===== src/rtl/bcd_pkg.sv =====
// Shared definitions for the serial binary-to-BCD converter: digit width,
// converter state encoding and the digit-count sizing helper.
package bcd_pkg;

    localparam int BCD_DIGIT_W = 4;

    typedef enum logic [1:0] {
        ST_IDLE  = 2'd0,
        ST_SHIFT = 2'd1,
        ST_DONE  = 2'd2
    } bcd_state_t;

    // Decimal digits needed to show any BIN_WIDTH-bit unsigned value:
    // ceil(width * log10(2)), with log10(2) taken as 0.30103.
    function automatic int digits_needed(input int width);
        longint scaled;
        scaled = longint'(width) * 64'sd30103;
        return int'((scaled + 64'sd99999) / 64'sd100000);
    endfunction

endpackage


===== src/rtl/bcd_add3_digit.sv =====
// Double-dabble digit correction: a BCD digit of 5 or more gets +3 so that
// the following left shift carries correctly into the next decimal digit.
module bcd_add3_digit
    import bcd_pkg::*;
(
    input  logic [BCD_DIGIT_W-1:0] digit_in,
    output logic [BCD_DIGIT_W-1:0] digit_out
);

    assign digit_out = (digit_in >= 4'd5) ? (digit_in + 4'd3) : digit_in;

endmodule


===== src/rtl/bcd_serial_converter.sv =====
// Sequential binary-to-BCD converter (shift-add-3, one bit per clock) with
// valid/ready handshakes on both sides.
// Optional feature: define BCD_BLANK_EN to add the BlankMask output, a
// leading-zero mask registered together with BcdDigits.
// ResetN is expected to be released synchronously to Clock by the reset
// generator upstream; here it only asserts asynchronously.
//
// state    | meaning
// ST_IDLE  | ready for a new value, last result held on BcdDigits
// ST_SHIFT | one add-3 and shift per cycle, BIN_WIDTH cycles
// ST_DONE  | result presented with OutValid until OutReady
module bcd_serial_converter
    import bcd_pkg::*;
#(
    parameter int BIN_WIDTH = 16,
    parameter int DIGITS    = 5
) (
    input  logic                          Clock,
    input  logic                          ResetN,
    input  logic                          InValid,
    output logic                          InReady,
    input  logic [BIN_WIDTH-1:0]          BinaryValue,
    output logic                          OutValid,
    input  logic                          OutReady,
    output logic [BCD_DIGIT_W*DIGITS-1:0] BcdDigits,
    output logic                          Busy
`ifdef BCD_BLANK_EN
    ,
    output logic [DIGITS-1:0]             BlankMask
`endif
);

    localparam int BCD_W = BCD_DIGIT_W * DIGITS;
    localparam int CNT_W = $clog2(BIN_WIDTH + 1);
    localparam logic [CNT_W-1:0] LAST_CNT = CNT_W'(BIN_WIDTH - 1);

    if (DIGITS < digits_needed(BIN_WIDTH)) begin : g_digits_check
        $error("bcd_serial_converter: DIGITS too small for BIN_WIDTH");
    end

    bcd_state_t           state_q, state_d;
    logic [CNT_W-1:0]     cnt_q, cnt_d;
    logic [BIN_WIDTH-1:0] bin_q, bin_d;
    logic [BCD_W-1:0]     bcd_q, bcd_d;
    logic [BCD_W-1:0]     digits_q, digits_d;

    logic [BCD_W-1:0]     bcd_adj;
    logic [BCD_W-1:0]     bcd_shl;
    logic [BIN_WIDTH-1:0] bin_shl;

    // Add-3 correction on every digit of the accumulator in parallel.
    for (genvar k = 0; k < DIGITS; k++) begin : g_add3
        bcd_add3_digit u_add3 (
            .digit_in  (bcd_q[BCD_DIGIT_W*k +: BCD_DIGIT_W]),
            .digit_out (bcd_adj[BCD_DIGIT_W*k +: BCD_DIGIT_W])
        );
    end

    // The corrected accumulator and the binary shift register move left as one word.
    assign {bcd_shl, bin_shl} = {bcd_adj, bin_q} << 1;

`ifdef BCD_BLANK_EN
    logic [DIGITS-1:0] blank_q, blank_d;
    logic [DIGITS-1:0] blank_next;
    logic              upper_zero;

    // Leading-zero mask of the finished result; units digit never blanks.
    always_comb begin
        blank_next = '0;
        upper_zero = 1'b1;
        for (int k = DIGITS - 1; k > 0; k--) begin
            upper_zero    = upper_zero & (bcd_shl[BCD_DIGIT_W*k +: BCD_DIGIT_W] == 4'd0);
            blank_next[k] = upper_zero;
        end
    end
`endif

    // Next-state and datapath control.
    always_comb begin
        state_d  = state_q;
        cnt_d    = cnt_q;
        bin_d    = bin_q;
        bcd_d    = bcd_q;
        digits_d = digits_q;
`ifdef BCD_BLANK_EN
        blank_d  = blank_q;
`endif
        case (state_q)
            ST_IDLE: begin
                if (InValid) begin
                    bin_d   = BinaryValue;
                    bcd_d   = '0;
                    cnt_d   = '0;
                    state_d = ST_SHIFT;
                end
            end
            ST_SHIFT: begin
                bin_d = bin_shl;
                bcd_d = bcd_shl;
                cnt_d = cnt_q + 1'b1;
                if (cnt_q == LAST_CNT) begin
                    state_d  = ST_DONE;
                    digits_d = bcd_shl;
`ifdef BCD_BLANK_EN
                    blank_d  = blank_next;
`endif
                end
            end
            ST_DONE: begin
                if (OutReady) begin
                    state_d = ST_IDLE;
                end
            end
            default: begin
                state_d = ST_IDLE;
            end
        endcase
    end

    // State, counter and datapath registers.
    always_ff @(posedge Clock or negedge ResetN) begin
        if (!ResetN) begin
            state_q  <= ST_IDLE;
            cnt_q    <= '0;
            bin_q    <= '0;
            bcd_q    <= '0;
            digits_q <= '0;
`ifdef BCD_BLANK_EN
            blank_q  <= '0;
`endif
        end else begin
            state_q  <= state_d;
            cnt_q    <= cnt_d;
            bin_q    <= bin_d;
            bcd_q    <= bcd_d;
            digits_q <= digits_d;
`ifdef BCD_BLANK_EN
            blank_q  <= blank_d;
`endif
        end
    end

    assign InReady   = (state_q == ST_IDLE);
    assign Busy      = (state_q == ST_SHIFT);
    assign OutValid  = (state_q == ST_DONE);
    assign BcdDigits = digits_q;
`ifdef BCD_BLANK_EN
    assign BlankMask = blank_q;
`endif

endmodule


===== config.mk =====
export PLATFORM = sky130hd
export DESIGN_NAME = bcd_serial_converter
export DESIGN_NICKNAME = d
export VERILOG_FILES = /design/src/rtl/bcd_pkg.sv /design/src/rtl/bcd_add3_digit.sv /design/src/rtl/bcd_serial_converter.sv
export SDC_FILE = /design/constraint.sdc
export NUM_CORES = 1
export LEC_CHECK = 0
export CORE_MARGIN = 4
export CORE_UTILIZATION = 60
export CTS_BUF_LIST = sky130_fd_sc_hd__clkbuf_2
export CTS_CLUSTER_SIZE = 10
export DETAILED_ROUTE_END_ITERATION = 8
export GPL_TIMING_DRIVEN = 0
export PLACE_DENSITY = 0.89
export SYNTH_ARGS = -nofsm -noshare
export SYNTH_HDL_FRONTEND = slang
export SYNTH_SLANG_ARGS = --single-unit

===== constraint.sdc =====
create_clock -name Clock -period 2.38 [get_ports Clock]
set_input_delay 0.476 -clock Clock [delete_from_list [all_inputs] [get_ports Clock]]
set_output_delay 0.476 -clock Clock [all_outputs]
set_load 0.05 [all_outputs]

### Yosys cells after proc, flatten, opt, wreduce, memory -nomap -nowiden

Index checks and enable logic that the tools add are counted.

| storage, ports and cells | value |
|---|---|
| register bits | 63 |
| latch bits | 0 |
| bits in writable memories | 0 |
| bits in read-only memories | 0 |
| output and inout port bits | 23 |
| word-level logic and storage cells | 42 |
| memories | 0 |

| cells by class | value |
|---|---|
| $add $sub $neg | 6 |
| multiply operators | 0 |
| divide/modulo/power cells | 0 |
| order comparisons | 5 |
| eq/ne operators | 6 |
| shift-type cells | 0 |
| multiplexer cells | 15 |
| bitwise operators | 0 |
| reductions and logical operators | 5 |

Operator list:

| kind | number |
|---|---|
| $pmux W20 S2 | 1 |
| $pmux W16 S2 | 1 |
| $ge A4 B3 Y1 const B | 5 |
| $mux W20 | 1 |
| $add A4 B2 Y4 const B | 4 |
| $mux W16 | 1 |
| $mux W4 | 4 |
| $pmux W5 S2 | 1 |
| $mux W2 | 3 |
| $pmux W2 S3 | 1 |
| $add A5 B1 Y5 const B | 1 |
| $eq A5 B4 Y1 const B | 1 |
| $mux W5 | 1 |
| $ne A2 B1 Y1 const B | 2 |
| $reduce_and A2 Y1 | 2 |
| $add A3 B2 Y3 const B | 1 |
| $mux W3 | 1 |
| $reduce_and A3 Y1 | 1 |
| $eq A2 B1 Y1 const B | 1 |
| $eq A2 B2 Y1 const B | 1 |
| $logic_not A2 Y1 | 1 |
| $ne A2 B2 Y1 const B | 1 |
| $reduce_bool A2 Y1 | 1 |

### Longest topological paths before layout

Gate-level depths: netlist (run 1).

| depth | value |
|---|---|
| depth after elaboration | 3 |
| mapped depth | 7 |

### Hierarchy

Synthesis (run 1) repeated with hierarchy kept, for this count alone.

| second synthesis, totals | value |
|---|---|
| cell total of the unflattened synthesis | 287 |
| area total of the unflattened synthesis | 3184.3 µm² |

By module, submodules not included:

| module | times used | cells an instance | area each (µm²) | sequential area each (µm²) |
|---|---|---|---|---|
| bcd_serial_converter | 1 | 207 | 2677.6 | 1576.5 |
| bcd_add3_digit | 5 | 16 | 101.3 | 0.0 |

### Worst setup path before layout (run 1)

Ideal clock, no wire load.

| path | value |
|---|---|
| path type | flip-flop to output port |
| start | register state_q[1] |
| end | output port InReady |
| arrival | 1393 ps |
| required time | 1904 ps |
| setup slack | 511 ps |
| stages on the path, launching flop included | 4 |
| path buffers | 2 |
| cell sequence | dfrtp_1 > buf_2 > clkbuf_1 > nor2_1 |

| between the ends | value |
|---|---|
| cells in the longest elaborated chain, start to end | 1 |

RTL lines:

| what | line | source |
|---|---|---|
| from (decl) | bcd_serial_converter.sv:41 | `bcd_state_t state_q, state_d;` |
| from (signal assigned) | bcd_serial_converter.sv:132 | `state_q <= state_d;` |
| $logic_not A2 Y1 | bcd_serial_converter.sv:143 | `assign InReady = (state_q == ST_IDLE);` |
| to (decl) | bcd_serial_converter.sv:21 | `output logic InReady,` |

No other way between the ends.

### Worst setup path in the final report (run 1)

| path | value |
|---|---|
| start | register state_q[0] |
| end | output port Busy |

| between the ends | value |
|---|---|
| cells in the longest elaborated chain, start to end | 1 |

RTL lines:

| what | line | source |
|---|---|---|
| $eq A2 B1 Y1 | bcd_serial_converter.sv:144 | `assign Busy = (state_q == ST_SHIFT);` |
| to (decl) | bcd_serial_converter.sv:26 | `output logic Busy` |

No other way between the ends.

==> results of run 1 <==
## cells in the final DEF (no fill, tap or decap), drive strengths merged
cell,n
mux2i,4
and3,1
bufinv,1
a22o,11
ha,12
a21oi,30
mux2,11
nor2b,13
nor3,6
nor2,4
xnor2,5
and2,1
a22oi,14
clkinv,6
dfrtp,63
inv,13
nand2,27
and2b,2
o21bai,1
nor3b,9
nand2b,6
clkbuf,16
nand3,6
buf,14
clkdlybuf4s50,38
a31oi,1
o21ai,45
a32o,1
## cells by family after synthesis
group,after synthesis,share of synthesized area [%]
XOR/XNOR,5,1.40
AND/OR/NAND/NOR,75,12.8
multiplexers,15,6.30
AO/OA/AOI/OAI,103,19.9
adder cells (fa/ha/maj),12,4.79
buffers and inverters,29,4.59
flip-flops,63,50.3
## sequential cells by signal, indices dropped and copies added (netlist names)
name       cells
BcdDigits     20
bcd_q         20
bin_q         16
cnt_q          5
state_q        2
## routing by layer
metal,share of wire (%),vias to the layer above
met3,4.3,8
met4,1.2,0
li1,-,1172
met5,0,-
met1,44,1171
met2,50,63
## repair_timing
item                       4_1_cts  5_1_grt
gates resized for setup          5        8
setup endpoints to repair        3        3
gates cloned                     0        0
## area by class of cell
cell class	count	area share (%)
clock inverter	6	1.37
sequential	63	42.1
tap	70	2.34
buffer	15	2.44
clock buffer	10	1.34
inverter	14	1.44
timing repair buffer	43	11.2
multi-input combinational	210	37.8
## critical path: cells and delay by family (launching register included)
kind	cells	cell delay (ns)
buffers and inverters	4	0.80
and+or+nand+nor	1	0.09
DFF	1	0.38
## where the power goes
part	internal (uW)	total [uW]	switching, uW
sequential	1490	1850	360
combinational	1070	2550	1480
clock	234	605	371
total	2790	5000	2210
## path summary, 6_finish.rpt
path | startpoint | end | slack, ns
hold / removal | ResetN | BcdDigits[14]$_DFFE_PN0P_ | 0.01
min in group Clock | BcdDigits[12]$_DFFE_PN0P_ | BcdDigits[12]$_DFFE_PN0P_ | 0.51
setup reg to reg | cnt_q[0]$_DFFE_PN0P_ | BcdDigits[17]$_DFFE_PN0P_ | 0.60
setup / recovery | state_q[0]$_DFFE_PN0P_ | Busy | 0.19
max in group asynchronous | ResetN | cnt_q[3]$_DFFE_PN0P_ | 1.73
hold reg to reg | BcdDigits[12]$_DFFE_PN0P_ | BcdDigits[12]$_DFFE_PN0P_ | 0.51
## metrics by stage
stage / area [um2] / TNS (ns) / utilization, %
global route: 3750 / 0 / 73.8
floorplan: 3140 / 0 / -
finish: 3750 / 0 / 73.8
CTS: 3760 / -0.108 / 74.1
detailed placement: 3660 / 0 / 72.1
global placement: 3640 / -73.71 / 71.8
==> flow_summary.ini, run 1 <==
[synthesis]
synth-edff-count = 0
ys_types = 33
postSynthCellCount = 302
synth_top_flop_cell = dfrtp_1
synth_top_area_cell = dfrtp_1
async_reset_ff_share_pct = 100
syn_avg_cell_area_um2 = 10.4
synth_seq_cells = 63
syn_nets = 334
syn-cell-area_um2 = 3140
synth.most_common_cell = dfrtp_1
synthTopCellsByCount = dfrtp_1, o21ai_0, nand2_1
yosysTopAreaCellShare_pct = 50.3
synth_seq_area_share_pct = 50.3
synthTopCellsByArea = dfrtp_1, o21ai_0, ha_1
ys.warnings.count = 0

[drt]
num_vias = 2414
routedWlPerCell_um = 15.0
ant_nets = 0
drc = 0
finalWirelength_mm = 6.46
via_per_inst = 5.60
drtIter0Drc = 170
first_pass_iters = 4

[global_route]
grt_pass1_wl_mm = 11.3
grt_use_total_pct = 22.6
grt_max_degree = 34
top_usage_layer = met2
use_met1_pct = 28.3
grt_util_met2_pct = 38.2
grt_use_met3_pct = 3.59
first_global_vias = 2484
antenna_found_initial = 0
grt-ovfl-total = 0

[sta]
worst_pin_slew_ns = 0.701
whs_ns = 0.0139
finalCritPeriodShare_pct = 92.2
fin_crit_ns = 2.19
setup_viol_count_final = 0
slew_violations = 0
finalHoldViolCount = 0
rsz0062_at_grt = no
skew_ns = 0.0196
setup_slack_ns = 0.187
fmax_mhz = 456
max_slew_margin_pct = 53.3

[placed_design]
hpwlAfterDp_mm = 4.69
dp.cells = 415
dp_slack_ns = 0.157
place.port_buffers = 42
gp_congestion = 0.808

[worst_setup_path]
cp_common_cell = buf_2
crit_fanout = 10
cp_slowest_cell = dfrtp_1
worstPathRequired_ns = 1.90
crit_arrival_ns = 1.72
crit_path_end_kind = primary output
cp_cell_sequence = buf_6, nand2b_4, clkinv_2, buf_2, buf_2
cpPeakStageDelay_ns = 0.38
path_class = reg2out
critPathLaunchType = register
r2r_cells = 6

[floorplan]
die_w_um = 80.3
start_util_pct = 61.8
die-area_um2 = 6450
ios = 43
row_count = 26
core_um2 = 5070
die_h_um = 80.3

[layout]
seq_area_um2 = 1580
num-fill-cells = 394
drive_gt1_share_pct = 14.1
final_cells = 431
layout.nets = 388
multi_input_area_um2 = 1420
diodes = 0
area_growth_pct = 19.5

[clocking]
clk_latency_ns = 0.47
clock_path_buffers = 2
post_cts_buffers = 0
cts_buffers = 9
cts_tree = done
ctsHoldBuffers = 0
cts_htree_levels = 3
cts_num_sinks = 63
cts_root_buf = clkbuf_2
clk_pin_slew_ns = 0.17

[job]
max_cap_violations = 0

[pwr]
power_uw = 5000
p_leak_uw = 0.00172
vdd_drop_max_v = 0.000696
pwr_density_cell_nw_per_um2 = 1330

[outcome]
status = finished, final reports clean

[hold_path]
hold_class = in2async
Power figures use the tool's default switching activity.
==> inputs of run 2 (changes only) <==
--- a/config.mk
+++ b/config.mk
@@ -12,6 +12,8 @@
 export DETAILED_ROUTE_END_ITERATION = 8
 export GPL_TIMING_DRIVEN = 0
 export PLACE_DENSITY = 0.89
+export REMOVE_ABC_BUFFERS = 1
+export SLEW_MARGIN = 20
 export SYNTH_ARGS = -nofsm -noshare
 export SYNTH_HDL_FRONTEND = slang
 export SYNTH_SLANG_ARGS = --single-unit
==> run 2 against run 1 <==
  * Combinational power down 4%
  * Sequential cell count unchanged
  * Critical path depth down 2
  * First-iteration DRC count down 7.6%
  * Largest cell class unchanged
==> flow_summary.ini, run 2 (synthesis gave the netlist of run 1 again) <==
[hold_path]
hold_class = in2async

[placed_design]
dp_slack_ns = -0.501
hpwlAfterDp_mm = 4.20
place.port_buffers = 42
placed_cell_area_um2 = 3570
gp_congestion = 0.772

[layout]
num-fill-cells = 366
final_area_um2 = 3740
final_common_cell = dfrtp_1
drive_gt1_share_pct = 12.6
layout_common_cells = dfrtp_1, o21ai_0, clkdlybuf4s50_1, nand2_1, a21oi_1
diodes = 0
area_growth_pct = 19.3
layout.nets = 375

[sta]
finalHoldViolCount = 0
fin_crit_ns = 2.25
fmax_mhz = 445
whs_ns = 0.407
rsz0062_at_grt = no
skew_ns = 0.0267
worst_pin_slew_ns = 0.711
max_slew_margin_pct = 52.5
setup_slack_ns = 0.131
setup_viol_count_final = 0
finalCritPeriodShare_pct = 94.5
slew_violations = 0

[global_route]
antenna_found_initial = 0
grt-ovfl-total = 0
first_global_vias = 2336
grt_pass1_wl_mm = 10.8
grt_max_degree = 36
grt_use_total_pct = 22.2

[clocking]
clock_path_buffers = 2
cts_htree_levels = 3
cts_tree = done
cts_root_buf = clkbuf_2
clk_latency_ns = 0.51
cts_buffers = 9
cts_num_sinks = 63
clk_pin_slew_ns = 0.19

[worst_setup_path]
cp_slowest_cell = dfrtp_4
crit_arrival_ns = 1.77
cp_cell_sequence = nand2b_4, clkinv_8, buf_6
reg2reg_slack_ns = 0.25
crit_fanout = 33
crit_path_end_kind = primary output
critPathLaunchType = register
worstPathRequired_ns = 1.90
cpPeakStageDelay_ns = 0.62
path_class = reg2out

[drt]
wl_met1_mm = 2.74
routed-wl-met2_mm = 3.13
num_vias = 2376
wl_met3_um = 368
highest_layer = met4
first_pass_iters = 4
finalWirelength_mm = 6.34
drc = 0
routedWlPerCell_um = 15.2
via_per_inst = 5.68
ant_nets = 0
drtIter0Drc = 157

[floorplan]
row_count = 26
die-area_um2 = 6450
core_um2 = 5070
die_h_um = 80.3
start_util_pct = 61.8
die_w_um = 80.3
ios = 43

[pwr]
pwr_density_cell_nw_per_um2 = 1360
p_leak_uw = 0.00169
vdd_drop_max_v = 0.000792

[outcome]
status = finished, final reports clean

[job]
max_cap_violations = 0
[run 2: cell types whose count changed in the layout (fill, tap and decap cells not counted), sizes merged]
cell / before / now
buf: 14 / 5
bufinv: 1 / 2
clkbuf: 16 / 11
clkinv: 6 / 4
clkinvlp: 0 / 1
dlygate4sd3: 0 / 1
[run 2: metal layers]
layer / track usage (%) / vias up
li1: - / 1157
met3: 7.06 / 8
met5: 0 / -
met2: 35.5 / 63
met4: 10.1 / 0
met1: 27.2 / 1148
[run 2: critical path: cells and delay by family, from the launching register on]
family,cells,cell delay [ns]
buffers and inverters,2,0.39
DFF,1,0.62
and+or+nand+nor,1,0.24
[run 2: layout make-up]
cell class | instances | area (um2) | area share [%]
inverters | 14 | 65.1 | 1.74
flip-flops and latches | 63 | 1580 | 42.3
multi-input cells | 210 | 1420 | 38.0
clock buffers | 10 | 50.0 | 1.34
repair buffers | 45 | 447 | 11.9
clock inverters | 6 | 85.1 | 2.27
well taps | 70 | 87.6 | 2.34
[run 2: power by group]
part,total (uW),internal (uW),switching (uW)
clock network,743,348,395
logic,2440,1030,1410
registers,1910,1500,412
total,5090,2870,2220
[run 2: repair_timing]
item,4_1_cts,5_1_grt
endpoints found under the setup margin,24,3
gates resized for setup,15,6
buffers inserted,0,1
hold buffers,1,0
hold endpoints to repair,28,0
[run 2: worst paths after layout]
| check | start | endpoint | depth (start not counted) |
|---|---|---|---|
| min in group Clock | cnt_q[4]$_DFFE_PN0P_ | cnt_q[4]$_DFFE_PN0P_ | 2 |
| setup / recovery | state_q[0]$_DFFE_PN0P_ | Busy | 3 |
| hold reg to reg | cnt_q[4]$_DFFE_PN0P_ | cnt_q[4]$_DFFE_PN0P_ | 2 |
| max in group asynchronous | ResetN | state_q[1]$_DFFE_PN0P_ | 3 |
| hold / removal | ResetN | BcdDigits[18]$_DFFE_PN0P_ | 2 |
| setup reg to reg | state_q[0]$_DFFE_PN0P_ | BcdDigits[0]$_DFFE_PN0P_ | 4 |
[run 2: through the flow]
stage	instances	utilization [%]	TNS, ns	power [uW]
2_1_floorplan	287	-	0	3630
3_3_place_gp	399	70.0	-86.64	4220
3_5_place_dp	400	70.4	-12.99	4350
4_1_cts	417	73.5	0	5110
5_1_grt	418	73.7	0	5460
6_report	418	73.7	0	5090
